File: src/rtl/imm_ext_pipe.sv
// imm_ext_pipe: registered multi-mode immediate extender with a small result FIFO.
//
// Takes a raw immediate and a mode code from decode, forms the extended operand, and
// buffers it so execute-stage stalls never drop an immediate. Both sides use valid/ready.
//
// Ports:
//   clk        rising-edge clock
//   rst_n      synchronous active-low reset
//   in_valid   producer has an immediate
//   in_ready   block can accept (not full)
//   in_imm     raw immediate, IN_WIDTH bits
//   in_mode    00 sign, 01 zero, 10 upper, 11 branch (sign-extend then << 2)
//   out_valid  head result available (not empty)
//   out_ready  consumer takes the head result
//   out_data   extended operand at the FIFO head, 0 when empty
//   out_neg    sign bit of out_data, 0 when empty
//
// Optional feature, enabled by defining IMM_EXT_PERF_EN:
//   perf_count 32-bit wrapping count of accepted pushes
//   perf_stall 32-bit wrapping count of cycles with in_valid=1 and in_ready=0
//
// OUT_WIDTH must be at least IN_WIDTH+2; DEPTH must be a power of two, at least 2.

module imm_ext_pipe #(
    parameter int unsigned IN_WIDTH  = 16,
    parameter int unsigned OUT_WIDTH = 32,
    parameter int unsigned DEPTH     = 2
) (
    input  logic                 clk,
    input  logic                 rst_n,
    input  logic                 in_valid,
    output logic                 in_ready,
    input  logic [IN_WIDTH-1:0]  in_imm,
    input  logic [1:0]           in_mode,
    output logic                 out_valid,
    input  logic                 out_ready,
    output logic [OUT_WIDTH-1:0] out_data,
    output logic                 out_neg
`ifdef IMM_EXT_PERF_EN
    ,
    output logic [31:0]          perf_count,
    output logic [31:0]          perf_stall
`endif
);

    localparam int unsigned PtrW = $clog2(DEPTH);
    localparam int unsigned CntW = PtrW + 1;
    localparam int unsigned ExtW = OUT_WIDTH - IN_WIDTH;

    typedef enum logic [1:0] {
        ModeSign   = 2'b00,
        ModeZero   = 2'b01,
        ModeUpper  = 2'b10,
        ModeBranch = 2'b11
    } mode_e;

    logic [OUT_WIDTH-1:0] mem_q [DEPTH];
    logic [PtrW-1:0]      wr_ptr_q, wr_ptr_d;
    logic [PtrW-1:0]      rd_ptr_q, rd_ptr_d;
    logic [CntW-1:0]      count_q, count_d;

    logic                 push;
    logic                 pop;
    logic [OUT_WIDTH-1:0] sext;
    logic [OUT_WIDTH-1:0] ext_data;

    // Extension datapath, evaluated on the incoming immediate.
    always_comb begin
        sext     = {{ExtW{in_imm[IN_WIDTH-1]}}, in_imm};
        ext_data = sext;
        case (mode_e'(in_mode))
            ModeSign:   ext_data = sext;
            ModeZero:   ext_data = {{ExtW{1'b0}}, in_imm};
            ModeUpper:  ext_data = {in_imm, {ExtW{1'b0}}};
            ModeBranch: ext_data = {sext[OUT_WIDTH-3:0], 2'b00};
            default:    ext_data = sext;
        endcase
    end

    // Flags come straight from the registered count, so a pop cannot raise in_ready
    // in the same cycle.
    assign in_ready  = (count_q != CntW'(DEPTH));
    assign out_valid = (count_q != '0);
    assign push      = in_valid && in_ready;
    assign pop       = out_valid && out_ready;

    assign out_data  = out_valid ? mem_q[rd_ptr_q] : '0;
    assign out_neg   = out_data[OUT_WIDTH-1];

    always_comb begin
        wr_ptr_d = wr_ptr_q;
        rd_ptr_d = rd_ptr_q;
        count_d  = count_q;
        if (push) begin
            wr_ptr_d = wr_ptr_q + PtrW'(1);
        end
        if (pop) begin
            rd_ptr_d = rd_ptr_q + PtrW'(1);
        end
        case ({push, pop})
            2'b10:   count_d = count_q + CntW'(1);
            2'b01:   count_d = count_q - CntW'(1);
            default: count_d = count_q;
        endcase
    end

    always_ff @(posedge clk) begin
        if (!rst_n) begin
            wr_ptr_q <= '0;
            rd_ptr_q <= '0;
            count_q  <= '0;
        end else begin
            wr_ptr_q <= wr_ptr_d;
            rd_ptr_q <= rd_ptr_d;
            count_q  <= count_d;
        end
    end

    // Storage needs no reset: empty entries are masked at the output.
    always_ff @(posedge clk) begin
        if (rst_n && push) begin
            mem_q[wr_ptr_q] <= ext_data;
        end
    end

`ifdef IMM_EXT_PERF_EN
    logic [31:0] perf_count_q;
    logic [31:0] perf_stall_q;
    logic        stall;

    assign stall = in_valid && !in_ready;

    always_ff @(posedge clk) begin
        if (!rst_n) begin
            perf_count_q <= '0;
            perf_stall_q <= '0;
        end else begin
            if (push) begin
                perf_count_q <= perf_count_q + 32'd1;
            end
            if (stall) begin
                perf_stall_q <= perf_stall_q + 32'd1;
            end
        end
    end

    assign perf_count = perf_count_q;
    assign perf_stall = perf_stall_q;
`endif

endmodule

File: config.mk
export PLATFORM = sky130hd
export DESIGN_NAME = imm_ext_pipe
export DESIGN_NICKNAME = d
export VERILOG_FILES = /design/src/rtl/imm_ext_pipe.sv
export SDC_FILE = /design/constraint.sdc
export NUM_CORES = 1
export LEC_CHECK = 0
export CAP_MARGIN = 20
export CORE_ASPECT_RATIO = 0.8
export CORE_MARGIN = 8
export CORE_UTILIZATION = 35
export DETAILED_ROUTE_END_ITERATION = 8
export GPL_TIMING_DRIVEN = 0
export REMOVE_ABC_BUFFERS = 1
export SYNTH_ARGS = -nofsm -noshare
export SYNTH_HDL_FRONTEND = slang
export SYNTH_SLANG_ARGS = --single-unit
File: constraint.sdc
create_clock -name clk -period 4.7 [get_ports clk]
set_input_delay 0.94 -clock clk [delete_from_list [all_inputs] [get_ports clk]]
set_output_delay 0.94 -clock clk [all_outputs]
set_load 0.01 [all_outputs]
After elaboration in Yosys (flattened, before gate mapping)
Memories as Yosys holds them, arrays and structs flattened. A register that Yosys moved wholly into a read port is not among the register bits. Cells that the tools add are included.

Word-level logic and storage cells: 27. Memories: 1. Bits in registers: 4. Bits in writable memories: 64. Output and inout bits: 35. Bits of input ports: 22.

Memory list: mem_q (words 2, width 32, read ports 1, clocked after Yosys merged registers in 1, write ports 1, line 57) `logic [OUT_WIDTH-1:0] mem_q [DEPTH];`.

Equal/unequal tests: 6. Add/subtract/negate cells: 4. Multiplexer cells: 7. Reduce and logical (&&, ||, !) cells: 6.

Operators with widths (number): $pmux W32 S4 (1); $mux W32 (1); $eq A2 B2 Y1 const B (3); $eq A2 B1 Y1 const B (2); $mux W1 (4); $pmux W2 S2 (1); $reduce_bool A2 Y1 (2); $logic_and A1 B1 Y1 (3); $add A1 B1 Y1 const B (2); $add A2 B1 Y2 const B (1); $logic_not A2 Y1 (1); $ne A2 B2 Y1 const B (1); $sub A2 B1 Y2 const B (1).

Longest topological paths before layout
Depth in word-level cells: 5. Mapped depth: 7. Depth with buffers taken out: 7.

Worst setup path after synthesis
Ideal clock, no wire load.

Kind: input port to flip-flop. From: in in_valid. To: mem mem_q[0][0], enable pin. Data arrival time: 3403 ps. Data required time: 4232 ps. Setup slack: 830 ps. Path buffers: 0. Setup time: 468 ps. Cell stages on the path: 2. Cell sequence: nand2_1 > nor3b_1.

Longest elaborated chain between the ends: 4.

Ends and longest elaborated chain: from (decl) (line 31) `input logic in_valid,`; $logic_and A1 B1 Y1 (line 84) `assign push = in_valid && in_ready;`; $logic_and A1 B1 Y1 (line 121) `if (rst_n && push) begin`; $mux W1 (line 121); $mux W1 (not written as such) (line 122) `mem_q[wr_ptr_q] <= ext_data;`; to (decl) (line 57).

Every way passes these cells.

Final worst setup path
From: in in_mode[1]. To: mem mem_q[0][28] (data pin).

Longest elaborated chain between the ends: 2. Elaborated cells on any way between the ends: 5. Classes of those cells: eq/ne (3); mux (1); reduce/logical (1).

Ends and longest elaborated chain: from (decl) (line 34) `input logic [1:0] in_mode,`; $eq A2 B2 Y1 (tied with other cells) (line 71) `case (mode_e'(in_mode))`; $pmux W32 S4 (*) (line 71); net ext_data[28] (line 65) `logic [OUT_WIDTH-1:0] ext_data;`.

The timed path passes the listed nets; every way through them passes the cells marked *.

==> impl_metrics.py <==
metrics = {
    "sta": {
        "setup_viol": 0,
        "drv_slew": 0,
        "slew_headroom_pct": 43.46,
        "tightest_slew_ns": 0.8454,
        "fin_setup_tns_ns": 0,
        "hold_viol": 0,
        "rsz0062_at_grt": "false",
        "fin_crit_ns": 3.235,
        "fin_worst_skew_ns": 0.006623,
        "period_share_pct": 68.83,
        "fmax_mhz": 309.1,
    },
    "worst_setup_path": {
        "slowest_delay_ns": 1.02,
        "path_class": "primary input to register",
        "arrival_ns": 3.37,
        "path_cells": "clkdlybuf4s50_1 -> and2_1 -> nand2_1 -> o21ai_0",
        "start_kind": "primary input",
        "cp.depth": 4,
        "end_kind": "register",
        "critical_path.slowest_cell": "clkdlybuf4s50_1",
        "cp_max_fo": 21,
        "rrSetupSlack_ns": 2.66,
        "cp_top_family": "simple AND/OR/NAND/NOR gates",
        "required_ns": 4.84,
        "rr_worst_depth": 6,
        "cp_num_buf_inv": 1,
    },
    "clock_tree": {
        "htreeDepth": 3,
        "cts_sinks": 69,
        "clk_latency_ns": 0.34,
        "cts_buffer_depth": 2,
        "cts-root-buf": "clkbuf_8",
        "cts_inserted_buffers": 9,
        "clk_pin_slew_ns": 0.07,
        "ctsResizeCount": 0,
        "cts_hold_repair.buffers": 0,
        "cts_setup_buffers": 0,
        "cts_tree": "done",
    },
    "pwr": {
        "total_power_mw": 2.123,
        "irDropWorstVdd_v": 0.0002572,
        "p_per_area_nw_per_um2": 539.8,
        "p_leak_nw": 1.328,
    },
    "routing": {
        "vias": 1941,
        "wl_per_cell_um": 16.56,
        "dr.pass1.iters": 4,
        "drc_errors": 0,
        "via_per_inst": 4.877,
        "drtIter0Drc": 79,
        "postRouteAntennaNets": 0,
        "drt_wl_total_um": 6589,
    },
    "grt": {
        "antenna_found_initial": 0,
        "grt_pass1_wl_um": 10460,
        "grt_usage_pct": 11.59,
        "overflow": 0,
        "grt_pass1_vias": 2041,
        "grt_max_degree": 33,
    },
    "synthesis": {
        "yosysTopAreaCellShare_pct": 63.84,
        "async_reset_ff_share_pct": 0,
        "ys_top_cells_by_area": "edfxtp_1 64%, mux2i_1 11%, nor2_1 4.1%",
        "synth_edf_count": 64,
        "avgSynthCellArea_um2": 13.38,
        "synth.distinct_cells": 25,
        "synth-seq-cells": 69,
        "syn_inst": 225,
        "ys_seq_area_share_pct": 67.17,
        "ys.flop_type": "edfxtp_1",
        "yosysTopAreaCell": "edfxtp_1",
        "yosysWarningCount": 0,
        "syn_area_um2": 3010,
    },
    "run": {
        "drv_cap": 0,
    },
    "floorplanning": {
        "fp-row-count": 30,
        "die-area_um2": 11840,
        "start_util_pct": 35.80,
        "dieWidth_um": 119.7,
        "die_height_um": 98.95,
        "ios": 57,
        "core-area_um2": 8408,
    },
    "placed_design": {
        "gp_congestion": 0.7012,
        "portBuffers": 56,
        "dp.cells": 381,
        "hpwl_um": 4381,
    },
    "cells_and_area": {
        "syn2layout_area_growth_pct": 30.63,
        "drive_gt1_share_pct": 8.042,
        "antenna_cells": 0,
        "final_cells": 398,
        "layout.nets": 304,
    },
    "outcome": {
        "status": "completed",
    },
    "worst_hold_path": {
        "hp-class": "register to register",
        "min_path_cells": 2,
    },
}
[worst paths after layout]
path                           start                       to
max                       in_mode[1]   mem_q[0][28]$_DFFE_PP_
min          count_q[1]$_SDFFE_PN0P_  count_q[1]$_SDFFE_PN0P_
max reg2reg  count_q[0]$_SDFFE_PN0P_   mem_q[0][16]$_DFFE_PP_
min reg2reg  count_q[1]$_SDFFE_PN0P_  count_q[1]$_SDFFE_PN0P_
[worst reg2reg max path: cells and delay by family, from the launching register on]
family,cells,cell delay [ns]
flip-flops,1,0.43
AND/OR/NAND/NOR,3,0.82
buffers and inverters,3,0.50
[where the power goes]
group / switching (mW) / internal, mW / total [mW]
Combinational: 0.385 / 0.444 / 0.829
Clock: 0.207 / 0.293 / 0.500
Sequential: 0.0476 / 0.746 / 0.793
[kinds of logic (layout without fill, tap and decap cells)]
group	count (synthesis)	after routing	share of synthesized area (%)
and+or+nand+nor	48	48	7.149
muxes	32	32	10.64
AOI/OAI and AO/OA	50	50	10.27
xor gates and xnor gates	3	3	0.8730
buffers and inverters	22	83	3.491
adders and majority gates	1	1	0.4156
DFF	69	69	67.17
[metrics by stage]
stage | worst slack (ns) | cell area, um2 | hold slack [ns] | utilization, %
floorplan | 0.8296 | 2924 | 0.4731 | -
global placement | -1.127 | 3625 | 0.4875 | 43.11
detailed placement | 1.118 | 3716 | 0.5071 | 44.20
CTS | 1.469 | 3921 | 0.5173 | 46.64
global route | 1.327 | 3933 | 0.5417 | 46.77
finish | 1.465 | 3933 | 0.5178 | 46.77
[cell usage after synthesis, drive strengths merged, types with 4 or more instances]
| cell | n |
|---|---|
| buf | 15 |
| a22o | 13 |
| and2 | 4 |
| a21oi | 15 |
| o21ai | 18 |
| mux2i | 32 |
| edfxtp | 64 |
| nor2 | 33 |
| nor2b | 4 |
| dfxtp | 5 |
| inv | 5 |
[placed cells by master, fill, tap and decap left out, types with 5 or more instances in the layout]
| cell type | n |
|---|---|
| nor2_1 | 32 |
| clkdlybuf4s50_1 | 56 |
| o21ai_0 | 17 |
| clkbuf_8 | 9 |
| a21oi_1 | 15 |
| a22o_1 | 13 |
| mux2i_1 | 32 |
| inv_1 | 5 |
| edfxtp_1 | 64 |
[layout make-up]
class	instances	area (um2)
clock buffer	10	127.6
clock inverter	6	77.57
fill	769	4476
inverter	5	18.77
multi-input combinational	134	892.1
sequential	69	2023
tap	112	140.1
timing repair buffer	62	653.1
[sequential cells by signal (all words and copies together) (netlist names), named ones only]
| name | count |
|---|---|
| mem_q | 64 |
| rd_ptr_q | 1 |
| count_q | 2 |
| wr_ptr_q | 1 |
[metal layers]
metal  vias to the layer above  global-route usage [%]  wire, um
met5                         -                       0         0
met4                         0                   5.172       102
li1                        948                       -         -
met2                        87                   19.34      3263
met3                         8                   5.371       640
met1                       898                   12.34      2583
Note: power is estimated with default switching activity, not from simulation.
